===== src/rtl/alu_cmd_master.sv =====
// Command initiator for the operand/result ALU port: issues accepted commands,
// tracks them through a latency-matched tag pipeline and queues results in order.
module alu_cmd_master #(
  parameter int DATA_W  = 4,
  parameter int DEPTH   = 4,
  parameter int ALU_LAT = 1
) (
  input  logic              clk,
  input  logic              reset,
  input  logic              cmd_valid,
  output logic              cmd_ready,
  input  logic [DATA_W-1:0] cmd_a,
  input  logic [DATA_W-1:0] cmd_b,
  input  logic              cmd_cin,
  input  logic [3:0]        cmd_ctl,
  output logic              valid_in,
  output logic [DATA_W-1:0] a,
  output logic [DATA_W-1:0] b,
  output logic              cin,
  output logic [3:0]        ctl,
  input  logic              valid_out,
  input  logic [DATA_W-1:0] alu,
  input  logic              carry,
  input  logic              zero,
  output logic              rsp_valid,
  input  logic              rsp_ready,
  output logic [DATA_W-1:0] rsp_alu,
  output logic              rsp_carry,
  output logic              rsp_zero,
  output logic [3:0]        rsp_ctl,
  output logic              rsp_err,
  output logic              proto_err,
  output logic [15:0]       issue_cnt
);

  // Both ports use strict valid/ready: a transfer happens on a rising edge where
  // valid && ready; valid never depends on ready, and cmd_ready never looks at cmd_valid.

  localparam int PW  = $clog2(DEPTH);
  localparam int NST = ALU_LAT + 1;
  localparam int SW  = $clog2(DEPTH + NST + 1) + 1;

  typedef struct packed {
    logic       vld;
    logic       err;
    logic [3:0] ctl;
  } tag_t;

  typedef struct packed {
    logic [DATA_W-1:0] alu;
    logic              carry;
    logic              zero;
    logic [3:0]        ctl;
    logic              err;
  } ent_t;

  // Stage 0 is loaded in parallel with the ALU input register, so the last
  // stage lines up with the cycle in which that issue's valid_out is due.
  tag_t          tag_pipe [NST];
  ent_t          mem      [DEPTH];
  logic [PW-1:0] wr_ptr;
  logic [PW-1:0] rd_ptr;
  logic [PW:0]   count;
  logic [SW-1:0] inflight;
  logic [SW-1:0] used;
  logic [2:0]    ign_cnt;
  tag_t          head;
  ent_t          push_ent;
  logic          accept;
  logic          legal;
  logic          push;
  logic          pop;
  logic          full;
  logic          proto_set;

  always_comb begin
    inflight = '0;
    for (int i = 0; i < NST; i++) inflight = inflight + SW'(tag_pipe[i].vld);
  end

  // Credit is taken from registered state only, so a pop frees a slot one cycle later.
  assign used      = SW'(count) + inflight;
  assign cmd_ready = !reset && (used < SW'(DEPTH));
  assign accept    = cmd_valid && cmd_ready;
  assign legal     = cmd_ctl < 4'd14;

  assign head      = tag_pipe[NST-1];
  assign push      = head.vld;
  assign rsp_valid = (count != '0);
  assign pop       = rsp_valid && rsp_ready;
  assign full      = (count == (PW+1)'(DEPTH));

  always_comb begin
    push_ent     = '0;
    push_ent.ctl = head.ctl;
    if (head.err) begin
      push_ent.zero = 1'b1;
      push_ent.err  = 1'b1;
    end else if (valid_out) begin
      push_ent.alu   = alu;
      push_ent.carry = carry;
      push_ent.zero  = zero;
    end else begin
      push_ent.err = 1'b1;
    end
  end

  // Stray results just after reset belong to operations that reset discarded.
  assign proto_set = (head.vld && !head.err && !valid_out) ||
                     (head.vld && head.err && valid_out) ||
                     (!head.vld && valid_out && (ign_cnt == 3'd0));

  always_ff @(posedge clk or posedge reset) begin
    if (reset) begin
      valid_in  <= 1'b0;
      a         <= '0;
      b         <= '0;
      cin       <= 1'b0;
      ctl       <= '0;
      issue_cnt <= '0;
      proto_err <= 1'b0;
      wr_ptr    <= '0;
      rd_ptr    <= '0;
      count     <= '0;
      ign_cnt   <= 3'(ALU_LAT);
      for (int i = 0; i < NST; i++) tag_pipe[i] <= '0;
      for (int i = 0; i < DEPTH; i++) mem[i] <= '0;
    end else begin
      valid_in <= accept && legal;
      if (accept && legal) begin
        a   <= cmd_a;
        b   <= cmd_b;
        cin <= cmd_cin;
        ctl <= cmd_ctl;
      end
      if (accept) issue_cnt <= issue_cnt + 16'd1;

      if (accept) begin
        tag_pipe[0].vld <= 1'b1;
        tag_pipe[0].err <= !legal;
        tag_pipe[0].ctl <= cmd_ctl;
      end else begin
        tag_pipe[0] <= '0;
      end
      for (int i = 1; i < NST; i++) tag_pipe[i] <= tag_pipe[i-1];

      if (push) begin
        mem[wr_ptr] <= push_ent;
        wr_ptr      <= wr_ptr + PW'(1);
      end
      if (pop) rd_ptr <= rd_ptr + PW'(1);
      case ({push, pop})
        2'b10:   count <= count + (PW+1)'(1);
        2'b01:   count <= count - (PW+1)'(1);
        default: ;
      endcase

      if (proto_set) proto_err <= 1'b1;
      if (ign_cnt != 3'd0) ign_cnt <= ign_cnt - 3'd1;
    end
  end

  assign rsp_alu   = mem[rd_ptr].alu;
  assign rsp_carry = mem[rd_ptr].carry;
  assign rsp_zero  = mem[rd_ptr].zero;
  assign rsp_ctl   = mem[rd_ptr].ctl;
  assign rsp_err   = mem[rd_ptr].err;

  no_overflow: assert property (@(posedge clk) disable iff (reset) !(push && full && !pop));

endmodule


===== config.mk =====
export PLATFORM = sky130hd
export DESIGN_NAME = alu_cmd_master
export DESIGN_NICKNAME = d
export VERILOG_FILES = /design/src/rtl/alu_cmd_master.sv
export SDC_FILE = /design/constraint.sdc
export NUM_CORES = 1
export LEC_CHECK = 0
export ABC_AREA = 1
export ABC_CLOCK_PERIOD_IN_PS = 3300
export BUFFER_PORTS_ARGS = -buffer_cell sky130_fd_sc_hd__buf_2
export CAP_MARGIN = 0
export CORE_AREA = 2 2 100 126
export CTS_BUF_LIST = sky130_fd_sc_hd__clkbuf_2
export DETAILED_ROUTE_END_ITERATION = 8
export DIE_AREA = 0 0 102 128
export MAX_ROUTING_LAYER = met4
export PLACE_DENSITY_LB_ADDON = 0.1
export SLEW_MARGIN = 25
export SYNTH_ARGS = -nofsm -noshare
export SYNTH_HDL_FRONTEND = slang
export SYNTH_SLANG_ARGS = --single-unit
export TNS_END_PERCENT = 10

===== constraint.sdc =====
create_clock -name clk -period 3.3 [get_ports clk]
set_input_delay 0.33 -clock clk [delete_from_list [all_inputs] [get_ports clk]]
set_output_delay 0.33 -clock clk [all_outputs]
set_load 0.03 [all_outputs]

# --- Yosys cells after proc, flatten, opt, wreduce, memory -nomap -nowiden ---
# Index checks and enable logic that the tools add are counted.
word_totals:
  reg_bits: 97
  inputBits: 24
  out_inout_bits: 44
classes:
  add_sub_neg: 8
  order_cmp: 5
  n_eq_ne: 2
  mux: 13
  bitwise: 2
  n_reduce_logical: 22
op_table:
  columns: ["op", "count"]
  rows:
  - ["$bwmux W44", 1]
  - ["$mux W11", 3]
  - ["$bmux W11 S2", 1]
  - ["$demux W11 S2", 1]
  - ["$add A16 B1 Y16 const B", 1]
  - ["$mux W6", 2]
  - ["$logic_and A1 B1 Y1", 11]
  - ["$ge A3 B3 Y1 const B", 2]
  - ["$not A2 Y3", 2]
  - ["$pmux W3 S2", 1]
  - ["$reduce_bool A3 Y1", 2]
  - ["$sub A3 B1 Y3 const B", 2]
  - ["$logic_not A1 Y1", 5]
  - ["$mux W5", 1]
  - ["$add A2 B1 Y2 const B", 2]
  - ["$add A3 B2 Y4", 1]
  - ["$lt A4 B3 Y1 const B", 1]
  - ["$lt A4 B4 Y1 const B", 1]
  - ["$add A3 B1 Y3 const B", 1]
  - ["$logic_not A3 Y1", 1]
  - ["$lt A3 B1 Y1 const B", 1]
  - ["$mux W1", 3]
  - ["$add A1 B1 Y2", 1]
  - ["$eq A2 B1 Y1 const B", 1]
  - ["3 further kinds", 4]

# --- Longest topological paths before layout ---
# Gate-level depths: netlist (run 1).
depth:
  ltp_word: 6
  mapped_depth: 10
  depth_no_buf: 10

# --- Least setup slack after synthesis (run 1) ---
# OpenSTA, ideal clock, no wires.
synth_timing:
  path_type: "input to register"
  start: "input port reset"
  end: "register a[0]"
  setup_ps: 117
  arrival_time_ps: 3528
  t_required_ps: 3183
  path_slack_ps: -345
  path_stages: 7
  n_path_buf: 1
  cell_sequence: "inv_1 > nand2_1 > a21oi_4 > nand3_4 > buf_6 > nand2_1 > nand2_1"
synth_via:
  elab_chain_cells: 4
synth_rtl:
  columns: ["element", "line", "text"]
  rows:
  - ["from (decl)", "9", "input logic reset,"]
  - ["$logic_not A1 Y1 (no line)", null, null]
  - ["$logic_and A1 B1 Y1", "83", "assign cmd_ready = !reset && (used < SW'(DEPTH));"]
  - ["named net cmd_ready", "11", "output logic cmd_ready,"]
  - ["$logic_and A1 B1 Y1", "84", "assign accept = cmd_valid && cmd_ready;"]
  - ["$logic_and A1 B1 Y1", "130", "if (accept && legal) begin"]
  - ["to (signal assigned)", "131", "a <= cmd_a;"]
  - ["to (decl)", "17", "output logic [DATA_W-1:0] a,"]
# The timed path passes the listed nets, and every way through them passes these cells.
# A chain may end at the register's enable or synchronous reset.

# --- Worst setup path after layout (run 1) ---
layout_timing:
  start: "register rd_ptr[0]"
  end: "output port rsp_ctl[2]"
layout_via:
  elab_chain_cells: 4
layout_rtl:
  columns: ["element", "line", "text"]
  rows:
  - ["from (decl)", "62", "logic [PW-1:0] rd_ptr;"]
  - ["from (signal assigned)", "151", "if (pop) rd_ptr <= rd_ptr + PW'(1);"]
  - ["$not A2 Y3 (implied by the code)", "166", "assign rsp_ctl = mem[rd_ptr].ctl;"]
  - ["$bmux W11 S2", "166", null]
  - ["$mux W11 (2 in series)", null, null]
  - ["to (decl)", "30", "output logic [3:0] rsp_ctl,"]
# No other way between the ends. The select of a mux whose other input is x is not followed.

==> reports/metrics.yaml, run 1 <==
synthArstFlopShare_pct: 100
vias: 3585
cp-end-kind: "primary output"
max_freq_ghz: 0.378
gp_congestion: 0.806
grt_util_all_layers_pct: 18.3
syn_area_sq_um: 4410
timing.rr.start: "count[1]$_DFFE_PP0P_"
start_util_pct: 36.9
synth-edff-count: 0
hold_viol_final: 0
syn2layout_area_growth_pct: 16.8
grt_max_degree: 53
post-route-util_pct: 43.2
portBuffers: 67
grt_pass1_vias: 3635
yosys.area.top_type: "dfrtp_1"
cts_hold_buf: 14
clk_latency_ns: 0.59
min_to: "mem[30]$_DFFE_PP0P_"
crit_start: "rd_ptr[0]$_DFFE_PP0N_"
setup_viol: 0
ant_nets: 0
seq_area_frac_synth_pct: 55.1
pin_count: 68
min_from: "alu[1]"
synth_top_area_share_pct: 54.5
max-slew-margin-rel_pct: 55.7
r2r-end: "count[2]$_DFFE_PP0P_"
cap_violations: 0
drv_slew: 0
r2r_slack_ns: 1.38
run_status: "complete, no violations"
fin_crit_ns: 2.65
drtIter0Drc: 159
yosysMostFrequentCell: "nand2_1"
rows: 45
required_ns: 2.97
place_hpwl_mm: 7.11
cts_sinks: 97
avgSynthCellArea_sq_um: 8.53
power.density_nw_per_um2: 845
synth_common_cells: "185 x nand2_1, 96 x dfrtp_1, 59 x nor2_1"
syn_inst: 517
path_clk_slew_ns: 0.30
total_power_mw: 4.35
fp.dieW_microns: 102
ctsResizeCount: 0
cp-start-kind: "register"
route.detailed.drc: 0
worst_pin_slew_ns: 0.664
ys.warnings.count: 0
hold_path.class: "input pin to register"
post_cts_buffers: 0
p_leak_nw: 2.61
drive_gt1_share_pct: 16.4
avgRoutedWirePerCell_microns: 13.8
grt_first_pass_wirelength_mm: 18.1
firstDrtPassIters: 5
ys_ff_latch: 97
crit_fanout: 24
cts_root_buf: "clkbuf_2"
cts_inserted_buffers: 9
cts.htree.levels: 3
holdPathStages: 5
ys_types: 29
synth.area.top_cells: "dfrtp_1 54%, nand2_1 16%, o21ai_0 6.0%"
arrival_ns: 2.32
finalCritPeriodShare_pct: 80.2
rsz0062_at_grt: "no"
cts_tree: "done"
peakVddDrop_v: 0.000323
fin_setup_tns_ns: 0
core_area_sq_um: 11900
cts_buffer_depth: 2
dieHeight_microns: 128
die_area_sq_um: 13100
via_per_inst: 4.67
antenna_found_initial: 1
clock_skew_ns: 0.0485
syn_nets: 551
grt_remaining_overflow: 0
reg2reg_depth: 10
drt-total-wl_mm: 10.6
worstSetupPathType: "register to primary output"
synthFlopType: "dfrtp_1"
nets: 631
-- per-layer routing --
layer	track usage (%)	routed length [microns]	share of wire, %	vias up
li1	-	-	-	1792
met1	23.3	4670	44	1698
met2	29.4	5260	50	77
met3	2.34	371	3.5	18
met4	7.84	266	2.5	0
met5	-	0	0	-
-- worst max-delay path: stages, from the launching register on --
cell and delay, ns:
dfrtp_1 0.42, buf_4 0.21, inv_1 0.51, o21ai_0 0.17, o22ai_1 0.19, buf_2 0.23
-- placed cells by master (no fill, tap or decap) --
cell type,n
nand2_1,185
dfrtp_1,96
buf_2,67
nor2_1,59
o21ai_0,53
inv_1,37
dlygate4sd3_1,14
o22ai_1,11
nand3_1,9
ha_1,9
clkbuf_2,9
xnor2_1,7
nand4_1,5
xor2_1,5
a31oi_1,5
o21ai_2,4
buf_4,4
inv_6,3
nand2_4,2
clkinvlp_4,2
clkinv_2,2
nand3b_1,2
o21ai_1,2
diode_2,1
nand2_2,1
a21oi_4,1
nand3_4,1
a21oi_1,1
o31ai_1,1
fa_1,1
inv_8,1
bufinv_16,1
clkinv_1,1
dfstp_2,1
-- per-stage QoR --
step                      std cells  worst slack, ns  area (sq um)  hold WS (ns)
final                           767            0.652          5150        0.0505
after global routing            767            0.372          5150       0.00547
after CTS                       766            0.535          5150       0.00136
after detailed placement        736             1.25          4890         0.335
after global placement          736             1.26          4890         0.334
after floorplan                 517            0.597          4410         0.331
-- power by group --
group | leakage [nW] | switching (mW) | internal (mW)
clock | 0.0723 | 0.429 | 0.182
sequential | 1.24 | 0.285 | 1.59
combinational | 1.30 | 1.28 | 0.586
total | 2.61 | 2.00 | 2.36
-- sequential cells by signal, indices dropped and copies added, names as in the netlist, 2 cells and up --
| signal | cells |
|---|---|
| wr_ptr | 2 |
| tag_pipe | 6 |
| rd_ptr | 2 |
| a | 4 |
| ctl | 4 |
| count | 3 |
| mem | 44 |
| ign_cnt | 3 |
| issue_cnt | 16 |
| b | 4 |
| head | 5 |
-- kinds of logic (layout without fill, tap and decap cells) --
kind of cell	count (synthesis)	after routing	synth area share, %
compound gates	78	78	9.96
xor+xnor	12	12	2.38
fa+ha+maj	10	10	3.01
buf+inv	56	141	5.70
flops	97	97	55.1
other cells	0	1	0
simple gates	264	264	23.9
-- worst max-delay path by stage --
stage / end / slack (ns) / cells after the start
floorplan: issue_cnt[4]$_DFFE_PP0P_ / 0.60 / 8
global placement: rsp_err / 1.26 / 5
detailed placement: rsp_err / 1.25 / 5
CTS: rsp_err / 0.54 / 5
global route: rsp_ctl[1] / 0.37 / 5
finish: rsp_ctl[2] / 0.65 / 5
-- cell type report --
class	instances	area (sq um)
Antenna cell	1	2.50
Clock buffer	9	45.0
Clock inverter	7	75.1
Fill cell	1277	6780
Inverter	40	160
Multi-Input combinational cell	364	1730
Sequential cell	97	2430
Tap cell	164	205
Timing Repair Buffer	85	505
No activity file was read; power rests on OpenSTA's default activity.
==> inputs of run 2 (changes only) <==
Settings changed: ABC_CLOCK_PERIOD_IN_PS 3300 to 2600.
Clock period 3.3 ns to 2.6 ns, I/O delays scaled along.
==> reports/metrics.yaml, run 2 (synthesis results as in run 1) <==
ant_nets: 0
p_int_mw: 3.10
firstDrtPassIters: 4
fin_crit_ns: 2.36
final_cell_mix: "185 x nand2_1, 96 x dfrtp_1, 67 x buf_2"
setup_viol: 0
pin_count: 68
gp_congestion: 0.777
p_leak_nw: 2.66
drive_gt1_share_pct: 16.5
cts_hold_buf: 21
vias: 3610
netSwitchingFraction_pct: 45.0
max_freq_ghz: 0.424
grt_util_all_layers_pct: 17.7
cap_violations: 0
max_flop_register: "mem"
clock_skew_ns: 0.0233
avgRoutedWirePerCell_microns: 13.5
cts.htree.levels: 3
place_hpwl_mm: 6.95
fp.dieW_microns: 102
pwr-share-clk_pct: 15.2
arrival_ns: 2.10
grt_max_degree: 98
cts_root_buf: "clkbuf_2"
grt_pass1_vias: 3445
holdPathStages: 5
cts_tree: "done"
min_from: "rsp_ready"
rsz0062_at_grt: "no"
p_comb_share_pct: 42.6
drt-total-wl_mm: 10.5
syn2layout_area_growth_pct: 19.5
cts_buffer_depth: 2
place_ws_ns: 0.734
whs_ns: 0.0584
cts_sinks: 97
largest_register_ffs: 44
rows: 45
reg2reg_depth: 10
path_clk_slew_ns: 0.26
mostFrequentLayoutCell: "nand2_1"
p_seq_share_pct: 42.2
antenna_found_initial: 1
portBuffers: 67
start_util_pct: 36.9
required_ns: 2.34
grt_first_pass_wirelength_mm: 17.4
top_regs: "mem x44, issue_cnt x16, tag_pipe x6"
fin_setup_tns_ns: 0
min_to: "rd_ptr[0]$_DFFE_PP0N_"
cp-start-kind: "register"
core_area_sq_um: 11900
r2r_slack_ns: 0.65
route.detailed.drc: 0
via_per_inst: 4.65
total_power_mw: 5.63
cts_inserted_buffers: 9
grt_remaining_overflow: 0
nets: 641
worst_pin_slew_ns: 0.518
clk_latency_ns: 0.59
die_area_sq_um: 13100
run_status: "complete, no violations"
drv_slew: 0
worstSetupPathType: "register to primary output"
post_cts_buffers: 0
max-slew-margin-rel_pct: 65.4
hold_path.class: "input pin to register"
dieHeight_microns: 128
finalCritPeriodShare_pct: 90.8
setup_slack_ns: 0.240
p_switching_mw: 2.53
power.density_nw_per_um2: 1070
hold_viol_final: 0
crit_fanout: 13
r2r-end: "count[2]$_DFFE_PP0P_"
cp-end-kind: "primary output"
drtIter0Drc: 175
peakVddDrop_v: 0.000481
timing.rr.start: "count[1]$_DFFE_PP0P_"
ctsResizeCount: 0
[run 2: changes by cell type in the layout (fill, tap and decap cells not counted), sizes merged]
cell	change
bufinv	+1
buf	+3
clkinv	-1
dlygate4sd3	+7
inv	-1
[run 2: stage by stage]
stage / instances / util (%) / area, sq um
after CTS: 775 / 44.1 / 5270
after global placement: 739 / 41.3 / 4920
final: 776 / 44.2 / 5270
after floorplan: 517 / - / 4410
after global routing: 776 / 44.2 / 5270
after detailed placement: 739 / 41.3 / 4920
[run 2: power groups by stage]
stage | registers [mW] | logic, mW | clock network (mW)
6_report | 2.38 | 2.40 | 0.855
5_1_grt | 2.46 | 2.66 | 0.956
4_1_cts | 2.38 | 2.43 | 0.885
3_5_place_dp | 2.42 | 2.39 | 0
3_3_place_gp | 2.40 | 2.37 | 0
2_1_floorplan | 2.64 | 1.47 | 0
[run 2: metal layers]
metal / track usage (%) / vias up / part of all wire (%)
met1: 23.8 / 1695 / 46
met2: 26.7 / 88 / 48
li1: - / 1812 / -
met3: 2.40 / 15 / 3.9
met5: - / - / 0
met4: 7.84 / 0 / 2.1
[run 2: area by class of cell]
class / count / area, sq um
flip-flops and latches: 97 / 2430
repair buffers: 95 / 611
inverters: 40 / 160
well taps: 164 / 205
fillers: 1230 / 6670
clock buffers: 9 / 45.0
diodes: 1 / 2.50
clock inverters: 6 / 88.8
multi-input cells: 364 / 1730
[run 2: worst max path at each step]
stage / start / to / slack, ns / depth (start not counted)
2_1_floorplan: reset / issue_cnt[4]$_DFFE_PP0P_ / -0.005 / 8
5_1_grt: rd_ptr[1]$_DFFE_PP0N_ / rsp_err / 0.03 / 4
3_5_place_dp: count[1]$_DFFE_PP0P_ / count[2]$_DFFE_PP0P_ / 0.73 / 10
4_1_cts: rd_ptr[1]$_DFFE_PP0N_ / rsp_err / 0.15 / 4
6_report: rd_ptr[1]$_DFFE_PP0N_ / rsp_err / 0.24 / 4
3_3_place_gp: count[1]$_DFFE_PP0P_ / count[2]$_DFFE_PP0P_ / 0.78 / 10
[run 2: worst max-delay path, cell delays in order, from the launching register on]
cell     delay (ns)
dfrtp_1        0.60
inv_1          0.35
o21ai_0        0.16
o22ai_1        0.18
buf_2          0.23
==> inputs of run 3 (changes only) <==
Settings changed: CELL_PAD_IN_SITES_DETAIL_PLACEMENT from default to 1, CELL_PAD_IN_SITES_GLOBAL_PLACEMENT from default to 2, CORE_AREA 2 2 100 126 to 2 2 104 131, DIE_AREA 0 0 102 128 to 0 0 106 133.
==> reports/metrics.yaml, run 3 (synthesis results as in run 1) <==
antenna_found_initial: 0
portBuffers: 67
n_fill_cell: 1604
path_clk_slew_ns: 0.27
cts_tree: "done"
place_hpwl_mm: 7.92
cts_buffer_depth: 2
clock_skew_ns: 0.0486
cts_inserted_buffers: 9
cts_sinks: 97
grt_max_degree: 98
arrival_ns: 2.13
top_regs: "mem x44, issue_cnt x16, tag_pipe x6"
fin_setup_tns_ns: 0
max_flop_register: "mem"
firstDrtPassIters: 4
grt_pass1_vias: 3885
hold_viol_final: 0
final_cell_mix: "185 x nand2_1, 96 x dfrtp_1, 67 x buf_2"
crit_fanout: 13
dieHeight_microns: 133
cp-start-kind: "register"
cp-end-kind: "primary output"
cts.htree.levels: 3
largest_register_ffs: 44
via_per_inst: 4.70
cap_violations: 0
clk_latency_ns: 0.58
fin_crit_ns: 2.39
hold_path.class: "input pin to register"
worstSetupPathType: "register to primary output"
total_power_mw: 5.68
grt_remaining_overflow: 0
rows: 47
max-slew-margin-rel_pct: 65.2
gp_congestion: 0.767
drv_slew: 0
pin_count: 68
avgRoutedWirePerCell_microns: 14.9
vias: 3682
grt_util_all_layers_pct: 18.1
peakVddDrop_v: 0.000503
nets: 641
place_ws_ns: 0.671
finalCritPeriodShare_pct: 91.8
mostFrequentLayoutCell: "nand2_1"
start_util_pct: 33.9
grt_first_pass_wirelength_mm: 19.5
drive_gt1_share_pct: 16.7
p_leak_nw: 2.67
route.detailed.drc: 0
drt-total-wl_mm: 11.7
rsz0062_at_grt: "no"
run_status: "complete, no violations"
ant_nets: 0
seqCellArea_sq_um: 2430
cts_root_buf: "clkbuf_2"
max_freq_ghz: 0.419
syn2layout_area_growth_pct: 19.7
ctsResizeCount: 0
setup_slack_ns: 0.212
core_area_sq_um: 13000
setup_viol: 0
drtIter0Drc: 67
fp.dieW_microns: 106
power.density_nw_per_um2: 1080
die_area_sq_um: 14100
antenna_cells: 0
required_ns: 2.34
worst_pin_slew_ns: 0.522
multi_input_area_sq_um: 1730
run 3: cell types whose count changed in the layout (fill, tap and decap cells not counted), sizes merged:
cell,delta
dlygate4sd3,-1
clkinv,+2
buf,+1
inv,-1
diode,-1
run 3: area by class of cell:
cell class / instances / share of cell area, %
flip-flops and latches: 97 / 46.0
well taps: 171 / 4.05
multi-input cells: 364 / 32.8
clock buffers: 9 / 0.853
clock inverters: 7 / 1.75
inverters: 40 / 3.03
repair buffers: 95 / 11.5
run 3: metal layers:
| layer | GRT usage [%] | up-vias | wire, microns |
|---|---|---|---|
| li1 | - | 1808 | - |
| met4 | 5.63 | 0 | 140 |
| met1 | 21.3 | 1802 | 5080 |
| met3 | 2.86 | 10 | 355 |
| met5 | - | - | 0 |
| met2 | 31.6 | 62 | 6080 |
run 3: path summary, 6_finish.rpt:
kind	startpoint	to	slack, ns	cells after the start
setup / recovery	rd_ptr[0]$_DFFE_PP0N_	rsp_err	0.21	5
hold / removal	rsp_ready	rd_ptr[0]$_DFFE_PP0N_	0.04	4
setup reg to reg	count[1]$_DFFE_PP0P_	count[2]$_DFFE_PP0P_	0.68	10
hold reg to reg	tag_pipe[7]$_DFF_PP0_	head[1]$_DFF_PP0_	0.36	0
max in group asynchronous	reset	issue_cnt[9]$_DFFE_PP0P_	1.78	4
min in group asynchronous	reset	mem[13]$_DFFE_PP0P_	0.39	4
run 3: power by group:
part,leakage [nW],switching [mW],internal (mW)
logic,1.35,1.68,0.781
registers,1.24,0.344,2.02
clock network,0.0776,0.537,0.316
total,2.67,2.56,3.11
run 3: critical path: stages (launching register included):
cell	delay, ns
dfrtp_1	0.45
inv_1	0.32
buf_4	0.27
nor2_1	0.06
o22ai_1	0.21
buf_2	0.24
run 3: metrics by stage:
| stage | utilization [%] | hold WS, ns | instance area, sq um | instances |
|---|---|---|---|---|
| 2_1_floorplan | - | 0.331 | 4410 | 517 |
| 3_3_place_gp | 38.0 | 0.336 | 4940 | 747 |
| 3_5_place_dp | 38.0 | 0.339 | 4940 | 747 |
| 4_1_cts | 40.6 | 0.0000264 | 5280 | 783 |
| 5_1_grt | 40.6 | 0.00924 | 5280 | 783 |
| 6_report | 40.6 | 0.0359 | 5280 | 783 |
run 3: repair_timing:
action | CTS | global route
hold buffers | 20 | 0
setup buffers | 0 | 0
endpoints found under the hold margin | 135 | 0
